--- config.mk ---
export PLATFORM = sky130hd
export DESIGN_NAME = sbox_arbiter
export DESIGN_NICKNAME = d
export VERILOG_FILES = /design/src/rtl/sbox_arbiter.sv
export SDC_FILE = /design/constraint.sdc
export NUM_CORES = 1
export LEC_CHECK = 0
export BUFFER_PORTS_ARGS = -buffer_cell sky130_fd_sc_hd__buf_2
export CAP_MARGIN = 20
export CORE_AREA = 4 4 245 247
export CTS_BUF_LIST = sky130_fd_sc_hd__clkbuf_8
export CTS_CLUSTER_SIZE = 14
export DETAILED_ROUTE_END_ITERATION = 7
export DIE_AREA = 0 0 249 251
export SYNTH_ARGS = -nofsm -noshare
export SYNTH_HDL_FRONTEND = slang
export SYNTH_SLANG_ARGS = --single-unit
--- constraint.sdc ---
create_clock -name clk -period 3.4 [get_ports clk]
set_input_delay 0.17 -clock clk [delete_from_list [all_inputs] [get_ports clk]]
set_output_delay 0.17 -clock clk [all_outputs]
set_load 0.005 [all_outputs]
--- src/rtl/sbox_arbiter.sv ---
// sbox_arbiter: one S-box SRAM access per cycle shared by round reads, FIFO'd key writes and host reads.
// Latency: grant and SRAM address in the same cycle, read data two cycles after grant; writes issue >= 1 cycle after push.
// Backpressure: wr_rdy drops while the 2-entry write FIFO is full; read grants are combinational, bounded starvation.
module sbox_arbiter #(
    parameter int STARVE_MAX = 8
) (
    input  logic           clk,
    input  logic           rst_l,
    input  logic           rd_req,
    input  logic [31:0]    rd_addr,
    output logic           rd_gnt,
    output logic           rd_valid,
    output logic [127:0]   rd_data,
    input  logic           wr_req,
    input  logic [1:0]     wr_bank,
    input  logic [6:0]     wr_addr,
    input  logic [63:0]    wr_data,
    output logic           wr_rdy,
    input  logic           host_req,
    input  logic [9:0]     host_addr,
    output logic           host_gnt,
    output logic           host_valid,
    output logic [31:0]    host_data,
    output logic [27:0]    sram_addr,
    output logic [3:0]     sram_we,
    output logic [63:0]    sram_wdata,
    input  logic [255:0]   sram_q,
    output logic           busy
);
    localparam int CW = $clog2(STARVE_MAX + 1);
    localparam logic [CW-1:0] WAIT_MAX = CW'(STARVE_MAX);

    // write FIFO storage, two slots addressed by 1-bit pointers
    logic [1:0][1:0]  fb_q, fb_d;
    logic [1:0][6:0]  fa_q, fa_d;
    logic [1:0][63:0] fd_q, fd_d;
    logic             wr_ptr_q, wr_ptr_d;
    logic             rd_ptr_q, rd_ptr_d;
    logic [1:0]       count_q, count_d;

    logic [CW-1:0]    wr_wait_q, wr_wait_d;
    logic [CW-1:0]    host_wait_q, host_wait_d;

    logic             s1_rd_q, s1_rd_d;
    logic [3:0]       s1_rd_half_q, s1_rd_half_d;
    logic             s1_host_q, s1_host_d;
    logic [1:0]       s1_host_bank_q, s1_host_bank_d;
    logic             s1_host_half_q, s1_host_half_d;

    logic             rd_valid_q, rd_valid_d;
    logic [127:0]     rd_data_q, rd_data_d;
    logic             host_valid_q, host_valid_d;
    logic [31:0]      host_data_q, host_data_d;

    logic             fifo_ne;
    logic             force_wr;
    logic             force_host;
    logic             hazard;
    logic [1:0]       slot_vld;
    logic             gnt_rd;
    logic             gnt_wr;
    logic             gnt_host;
    logic             push;

    assign fifo_ne    = (count_q != 2'd0);
    assign wr_rdy     = (count_q != 2'd2);
    assign push       = wr_req & wr_rdy;
    assign force_wr   = fifo_ne && (wr_wait_q == WAIT_MAX);
    assign force_host = host_req && (host_wait_q == WAIT_MAX);

    // Only registered entries are compared; a same-cycle push never blocks a read.
    always_comb begin
        hazard   = 1'b0;
        slot_vld = '0;
        for (int s = 0; s < 2; s++) begin
            slot_vld[s] = (count_q == 2'd2) || ((count_q == 2'd1) && (rd_ptr_q == 1'(s)));
            if (slot_vld[s] && (rd_addr[int'(fb_q[s]) * 8 + 1 +: 7] == fa_q[s])) begin
                hazard = 1'b1;
            end
        end
    end

    // Gating with rst_l keeps every grant and SRAM control at zero while reset is held.
    always_comb begin
        gnt_rd   = 1'b0;
        gnt_wr   = 1'b0;
        gnt_host = 1'b0;
        if (rst_l) begin
            if (force_wr) begin
                gnt_wr = 1'b1;
            end else if (force_host) begin
                gnt_host = 1'b1;
            end else if (rd_req && !hazard) begin
                gnt_rd = 1'b1;
            end else if (fifo_ne) begin
                gnt_wr = 1'b1;
            end else if (host_req) begin
                gnt_host = 1'b1;
            end
        end
    end

    assign rd_gnt   = gnt_rd;
    assign host_gnt = gnt_host;

    always_comb begin
        sram_addr  = '0;
        sram_we    = '0;
        sram_wdata = '0;
        if (gnt_rd) begin
            sram_addr = {rd_addr[31:25], rd_addr[23:17], rd_addr[15:9], rd_addr[7:1]};
        end else if (gnt_wr) begin
            sram_addr[int'(fb_q[rd_ptr_q]) * 7 +: 7] = fa_q[rd_ptr_q];
            sram_we[fb_q[rd_ptr_q]]                  = 1'b1;
            sram_wdata                               = fd_q[rd_ptr_q];
        end else if (gnt_host) begin
            sram_addr[int'(host_addr[9:8]) * 7 +: 7] = host_addr[7:1];
        end
    end

    always_comb begin
        fb_d     = fb_q;
        fa_d     = fa_q;
        fd_d     = fd_q;
        wr_ptr_d = wr_ptr_q;
        rd_ptr_d = rd_ptr_q;
        count_d  = count_q;
        if (push) begin
            fb_d[wr_ptr_q] = wr_bank;
            fa_d[wr_ptr_q] = wr_addr;
            fd_d[wr_ptr_q] = wr_data;
            wr_ptr_d       = ~wr_ptr_q;
        end
        if (gnt_wr) begin
            rd_ptr_d = ~rd_ptr_q;
        end
        case ({push, gnt_wr})
            2'b10:   count_d = count_q + 2'd1;
            2'b01:   count_d = count_q - 2'd1;
            default: count_d = count_q;
        endcase
    end

    // Saturating starvation counters; a held host_wait of STARVE_MAX yields to a forced write.
    always_comb begin
        wr_wait_d = wr_wait_q;
        if (!fifo_ne || gnt_wr) begin
            wr_wait_d = '0;
        end else if (wr_wait_q != WAIT_MAX) begin
            wr_wait_d = wr_wait_q + CW'(1);
        end
        host_wait_d = host_wait_q;
        if (!host_req || gnt_host) begin
            host_wait_d = '0;
        end else if (host_wait_q != WAIT_MAX) begin
            host_wait_d = host_wait_q + CW'(1);
        end
    end

    always_comb begin
        s1_rd_d        = gnt_rd;
        s1_rd_half_d   = {rd_addr[24], rd_addr[16], rd_addr[8], rd_addr[0]};
        s1_host_d      = gnt_host;
        s1_host_bank_d = host_addr[9:8];
        s1_host_half_d = host_addr[0];

        rd_valid_d = s1_rd_q;
        rd_data_d  = rd_data_q;
        if (s1_rd_q) begin
            for (int k = 0; k < 4; k++) begin
                rd_data_d[32*k +: 32] = s1_rd_half_q[k] ? sram_q[64*k + 32 +: 32]
                                                        : sram_q[64*k +: 32];
            end
        end

        host_valid_d = s1_host_q;
        host_data_d  = host_data_q;
        if (s1_host_q) begin
            host_data_d = s1_host_half_q ? sram_q[int'(s1_host_bank_q) * 64 + 32 +: 32]
                                         : sram_q[int'(s1_host_bank_q) * 64 +: 32];
        end
    end

    assign rd_valid   = rd_valid_q;
    assign rd_data    = rd_data_q;
    assign host_valid = host_valid_q;
    assign host_data  = host_data_q;
    assign busy       = fifo_ne | s1_rd_q | s1_host_q;

    always_ff @(posedge clk or negedge rst_l) begin
        if (!rst_l) begin
            fb_q           <= '0;
            fa_q           <= '0;
            fd_q           <= '0;
            wr_ptr_q       <= 1'b0;
            rd_ptr_q       <= 1'b0;
            count_q        <= 2'd0;
            wr_wait_q      <= '0;
            host_wait_q    <= '0;
            s1_rd_q        <= 1'b0;
            s1_rd_half_q   <= '0;
            s1_host_q      <= 1'b0;
            s1_host_bank_q <= '0;
            s1_host_half_q <= 1'b0;
            rd_valid_q     <= 1'b0;
            rd_data_q      <= '0;
            host_valid_q   <= 1'b0;
            host_data_q    <= '0;
        end else begin
            fb_q           <= fb_d;
            fa_q           <= fa_d;
            fd_q           <= fd_d;
            wr_ptr_q       <= wr_ptr_d;
            rd_ptr_q       <= rd_ptr_d;
            count_q        <= count_d;
            wr_wait_q      <= wr_wait_d;
            host_wait_q    <= host_wait_d;
            s1_rd_q        <= s1_rd_d;
            s1_rd_half_q   <= s1_rd_half_d;
            s1_host_q      <= s1_host_d;
            s1_host_bank_q <= s1_host_bank_d;
            s1_host_half_q <= s1_host_half_d;
            rd_valid_q     <= rd_valid_d;
            rd_data_q      <= rd_data_d;
            host_valid_q   <= host_valid_d;
            host_data_q    <= host_data_d;
        end
    end

endmodule

### After elaboration in Yosys (flattened, before gate mapping)

Cells that the tools add are included.
W data, S select, Z words.

* output and inout port bits: 262
* flip-flop bits (word level): 329
* bits of input ports: 376

* reductions and logical operators: 20
* $mul: 2
* shifts and indexed selects: 8
* bitwise logic cells: 7
* equal/unequal tests: 11
* magnitude comparators: 5
* multiplexer cells: 51
* $add $sub $neg: 9

Operator list (number)
* $mux W64: 5
* $shiftx A256 B10 Y32: 1
* $shiftx A256 B9 Y32: 1
* $mux W32: 5
* $bwmux W128: 1
* $mux W28: 3
* $neg A5 Y33: 2
* $shift A7 B33 Y28 const A: 2
* $shiftx A7 B33 Y28: 2
* $demux W64 S1: 1
* $shiftx A32 B7 Y7: 2
* $and A28 B28 Y28: 2
* $mux W4: 6
* $mux W7: 3
* $mux W1: 18
* $bwmux W14: 1
* $eq A7 B7 Y1: 2
* $add A5 B1 Y6 const B: 2
* $mul A2 B3 Y5 const B: 2
* $add A8 B6 Y9 const B: 1
* $logic_and A1 B1 Y1: 9
* $add A4 B1 Y4 const B: 2
* $eq A4 B4 Y1 const B: 2
* $ne A4 B4 Y1 const B: 2
* other kinds (21): 36

### Longest topological paths before layout

* depth after elaboration: 15
* depth in mapped cells: 12
* depth with buffers taken out: 11

### Least setup slack after synthesis

No wires, ideal clock.

* kind: register -> output
* start: register rd_ptr_q
* end: output port sram_addr[20]
* path slack: 491 ps
* data arrival time: 2739 ps
* buffers on the path: 3
* stages on the path, launching flop included: 11
* cell sequence: dfrtp_1 clkbuf_1 clkbuf_1 buf_1 mux2_2 inv_1 ha_1 nor2_1 nand3_1 nor3_1 a211o_1

* word-level cells in the longest chain between the ends: 15
* elaborated cells on any way between the ends: 35
* classes of those cells: 1 x add/sub; 1 x mul; 2 x shift; 21 x mux; 2 x bitwise; 8 x reduce/logical

RTL lines
* from (decl): RTL line 38 `logic rd_ptr_q, rd_ptr_d;`
* from (signal assigned): RTL line 214 `rd_ptr_q <= rd_ptr_d;`
* branches (longest 14 deep; another with $neg A5 Y33)
* $mux W28 (*): RTL line 110 `if (gnt_rd) begin`
* to (decl): RTL line 24 `output logic [27:0] sram_addr,`

Every way passes the cells marked *. The select of a mux whose other input is x is not followed.

### Worst setup path in the final report

* start: register fb_q[2] (netlist name)
* end: output port sram_addr[2]

* word-level cells in the longest chain between the ends: 14
* elaborated cells on any way between the ends: 29
* classes of those cells: 2 x add/sub; 1 x mul; 1 x eq/ne; 3 x shift; 18 x mux; 1 x bitwise; 3 x reduce/logical

RTL lines
* from (decl): RTL line 34 `logic [1:0][1:0] fb_q, fb_d;`
* from (signal assigned): RTL line 192 `fb_q <= '0;`
* from (signal assigned): RTL line 210 `fb_q <= fb_d;`
* $add A5 B1 Y6: RTL line 77 `if (slot_vld[s] && (rd_addr[int'(fb_q[s]) * 8 + 1 +: 7] == fa_q[s])) begin`
* $shiftx A32 B7 Y7: RTL line 77
* $eq A7 B7 Y1: RTL line 77
* $logic_and A1 B1 Y1: RTL line 77
* $mux W1: RTL line 77
* $logic_not A1 Y1: RTL line 93 `end else if (rd_req && !hazard) begin`
* $logic_and A1 B1 Y1: RTL line 93
* $mux W1: RTL line 93
* $mux W1: RTL line 91 `end else if (force_host) begin`
* $mux W1: RTL line 89 `if (force_wr) begin`
* $mux W1: RTL line 88 `if (rst_l) begin`
* $mux W28: RTL line 116 `end else if (gnt_host) begin`
* $mux W28: RTL line 112 `end else if (gnt_wr) begin`
* $mux W28 (*): RTL line 110

Every way passes the cells marked *; elsewhere a longest branch is shown, timed or not. The select of a mux whose other input is x is not followed.

==> out/metrics.csv <==
stage,metric,value,unit
placement,I/O Buffers,637,
grt,maximum number of pins on one net before global-route repair,136,
setup_path,critical-path maximum fanout,7,
sta,final-report hold violation count,0,
placement,HPWL after DPL,53.55,mm
detailed_routing,Routed WL per cell,23.04,µm
sta,setup slack after layout,-0.1771,ns
finish,fin nets,2878,
floorplanning,number of cell rows,88,
detailed_routing,routed wire length,76.74,mm
detailed_routing,Routed met3 length,6.149,mm
clock_tree,TritonCTS clock tree,built,
power,maximum ir drop on the vdd rail,0.5462,mV
yosys,Synth Cell Area,17550,µm²
floorplanning,Placeable Area,57590,µm²
finish,area added between synthesis and finish,59.16,%
floorplanning,die area,62500,µm²
grt,wire length of the first global-routing pass,112.9,mm
clock_tree,maximum buffer depth of the clock tree,3,
yosys,share of the synthesized area in the top cell type,46.90,%
sta,FMAX,279.6,MHz
floorplanning,Die Ht,251,µm
power,internal power,11420,µW
detailed_routing,number of detailed-routing iterations run before antenna repair,5,
setup_path,R2R cell count,12,
detailed_routing,highest metal used,met5,
setup_path,buffers and inverters on the worst path,2,
setup_path,Critical Path Stages,8,
setup_path,kind of cell with the highest combined delay on the critical path,simple AND/OR/NAND/NOR gates,
yosys,number of standard cells after synthesis,1470,
hold_path,path type of the worst min-delay path,in -> reg,
sta,total setup violations reported at the end of the flow,96,
yosys,number of synthesized register bits,329,
detailed_routing,detailed-route vias per instance,5.067,
grt,GRT overflow,0,
clock_tree,clock net sink count,329,
sta,Final Cycle Share,105.2,%
setup_path,data arrival at the endpoint of the critical path,3.41,ns
clock_tree,Clock Pin Slew Worst Setup and Hold Paths,0.06,ns
yosys,post-synth top area cell,sky130_fd_sc_hd__dfrtp_1,
setup_path,critical path data required time,3.23,ns
power,areal power density over the cells,651.0,nW/µm²
clock_tree,Clock Latency Late Sink,0.65,ns
power,static leakage,0.01291,µW
finish,FILL cells,5167,
yosys,Post-Synthesis Mean Instance Area,11.94,µm²
finish,most frequent cells in the layout,"sky130_fd_sc_hd__buf_2 (608), sky130_fd_sc_hd__dlygate4sd3_1 (341), sky130_fd_sc_hd__dfrtp_1 (317)",
floorplanning,number of placed I/O pins,638,
finish,area of the multi-input gates,9482,µm²
power,Design Power,18190,µW
yosys,syn nets,1866,
yosys,largest cells by area after synthesis,"sky130_fd_sc_hd__dfrtp_1 (47%), sky130_fd_sc_hd__mux2i_1 (13%), sky130_fd_sc_hd__mux4_2 (10%)",
hold_path,cell depth of the worst min-delay path,4,
setup_path,critical path class,reg -> out,
power,share of total power in sequential cells,35.4,%
outcome,violations in the final reports,negative setup slack,
sta,tightest slew margin relative to the limit,32.13,%
power,Comb pwr share,41.9,%
floorplanning,Initial Utilization,30.48,%
setup_path,Crit path largest cell delay,0.57,ns
grt,global-route usage over all layers,23.36,%
detailed_routing,violation count after the first detailed-route iteration,958,
sta,minimum period implied by the final worst setup slack,3.577,ns
setup_path,Crit-path slowest cell,sky130_fd_sc_hd__or4_4,
yosys,Yosys cell types,36,
finish,final instance area,27940,µm²
grt,number of global-route vias before repair,18068,
placement,Post-Place Cell Area,21640,µm²
power,sw power,6772,µW
setup_path,CP Launch Type,register,
sta,setup repair after global routing missed its margin,true,
yosys,Post-synth ARST share,100.0,%
setup_path,Crit. End Element,output port,
clock_tree,total number of H-tree levels,3,
detailed_routing,Detail Route met2 WL,38.22,mm
setup_path,sequence of cells on the critical path,mux4_2 > xor2_1 > or4_4 > o21ai_4 > nor4_2 > clkdlybuf4s15_2 > a221o_1 > buf_2,
yosys,"Top FF cell, synth",sky130_fd_sc_hd__dfrtp_1,
sta,final slew viol count,0,
flow_run,# Max-Cap Violations,0,
sta,Fin Setup TNS,-10.03,ns
detailed_routing,number of antenna-violating nets in the routed design,0,
finish,area occupied by registers,8258,µm²
floorplanning,Die X-Extent,249,µm
power,switching share of power,37.23,%
detailed_routing,met1 WL,27.98,mm
clock_tree,number of buffers created by CTS,66,
clock_tree,clock root buffer master,sky130_fd_sc_hd__clkbuf_8,
sta,slew at the pin closest to its max-slew limit,1.018,ns
sta,Post-Route Skew,0.04435,ns
placement,GP Congestion,0.9472,
finish,share of post-route cells with drive strength above 1,45.12,%
yosys,part of the Yosys area used for sequential elements,46.90,%
outcome,run status,"complete, but fails checks",
yosys,Yosys Warn Count,0,
detailed_routing,count of vias placed by the detailed router,16878,
finish,"most common cell after layout, fill and taps aside",sky130_fd_sc_hd__buf_2,
yosys,"EDFF count, synth",0,
grt,initial antenna violation count,46,
power,clock network power share,22.7,%
detailed_routing,number of remaining DRC errors,0,
sta,Final Hold Slack,0.08447,ns
Yosys cell counts (16+ instances only):
cell                       number
sky130_fd_sc_hd__mux4_2        78
sky130_fd_sc_hd__mux2i_1      230
sky130_fd_sc_hd__inv_1         16
sky130_fd_sc_hd__a221o_1       20
sky130_fd_sc_hd__dfrtp_1      329
sky130_fd_sc_hd__clkbuf_1      71
sky130_fd_sc_hd__buf_1         28
sky130_fd_sc_hd__a21oi_1      162
sky130_fd_sc_hd__nor2_1       233
sky130_fd_sc_hd__mux2_2       153
sky130_fd_sc_hd__ha_1          20
sky130_fd_sc_hd__xnor2_1       18
area by class of cell:
class	count	area share (%)
multi-input combinational	1016	33.94
sequential	329	29.56
timing repair buffer	1053	27.76
clock buffer	79	3.892
tap	765	3.426
clock inverter	36	0.8286
antenna	37	0.3314
inverter	16	0.2598
per-layer routing:
metal  up-vias  global-route usage, %
met4         4                  12.66
met5         -                      0
li1       7421                      -
met1      8436                  26.51
met3       208                  6.694
met2       809                  39.98
sequential cells by signal, indices dropped and copies added, names as in the netlist, 2 cells and up:
| name | count |
|---|---|
| s1_rd_half_q | 4 |
| count_q | 2 |
| s1_host_bank_q | 2 |
| host_wait_q | 4 |
| host_data | 32 |
| fb_q | 4 |
| fd_q | 128 |
| fa_q | 14 |
| rd_data | 128 |
| wr_wait_q | 4 |
per-stage QoR:
step / std cells / utilization (%) / setup WS [ns]
after floorplan: 1470 / - / 0.4908
after global placement: 2798 / 37.57 / 0.2792
after detailed placement: 2798 / 37.57 / 0.2293
after CTS: 3289 / 47.71 / -0.2392
after global routing: 3328 / 48.50 / -0.3180
final: 3331 / 48.51 / -0.1771
worst paths after layout:
check | start | endpoint | slack [ns]
worst min-delay path | sram_q[74] | host_data[10]$_DFFE_PN0P_ | 0.08
min in group asynchronous | rst_l | rd_data[84]$_DFFE_PN0P_ | 0.15
worst min register to register | fd_q[122]$_DFFE_PN0P_ | fd_q[122]$_DFFE_PN0P_ | 0.50
worst max-delay path | fb_q[2]$_DFFE_PN0P_ | sram_addr[2] | -0.18
worst max register to register | fb_q[2]$_DFFE_PN0P_ | count_q[1]$_DFFE_PN0P_ | 0.35
max in group asynchronous | rst_l | s1_rd_half_q[2]$_DFF_PN0_ | 1.47
worst register-to-register path, stage by stage, from the launching register on:
cell and delay (ns):
sky130_fd_sc_hd__dfrtp_2 0.41, sky130_fd_sc_hd__mux4_2 0.52, sky130_fd_sc_hd__xor2_1 0.16, sky130_fd_sc_hd__or4_4 0.57, sky130_fd_sc_hd__o21ai_4 0.21, sky130_fd_sc_hd__o211ai_4 0.12
sky130_fd_sc_hd__buf_12 0.17, sky130_fd_sc_hd__buf_16 0.16, sky130_fd_sc_hd__clkinv_8 0.07, sky130_fd_sc_hd__buf_4 0.09, sky130_fd_sc_hd__ha_1 0.25, sky130_fd_sc_hd__nand2_1 0.09
sky130_fd_sc_hd__o21ai_0 0.07
cell families (layout without fill, tap and decap cells):
group	count (synthesis)	count (layout)	synth area share [%]
compound gates	201	201	6.736
mux	461	461	32.94
xor+xnor	22	22	1.098
flops	329	329	46.90
simple gates	312	312	8.012
fa+ha+maj	20	20	1.426
other cells	0	37	0
buf+inv	125	1184	2.887
power by group through the flow:
| stage | clock [µW] | sequential (µW) | combinational, µW |
|---|---|---|---|
| floorplan | 0 | 6100 | 3920 |
| global placement | 0 | 6380 | 5890 |
| detailed placement | 0 | 6470 | 6000 |
| CTS | 4260 | 6410 | 7260 |
| global route | 4440 | 6640 | 8180 |
| finish | 4130 | 6440 | 7620 |
timing repair:
item / CTS / global route
pin swaps: 93 / 20
buffers inserted: 24 / 4
endpoints found under the hold margin: 547 / 0
gates resized for setup: 152 / 72
cloned: 10 / 1
endpoints found under the setup margin: 96 / 97
hold buffers: 342 / 0
(Power assumes the default switching activity.)
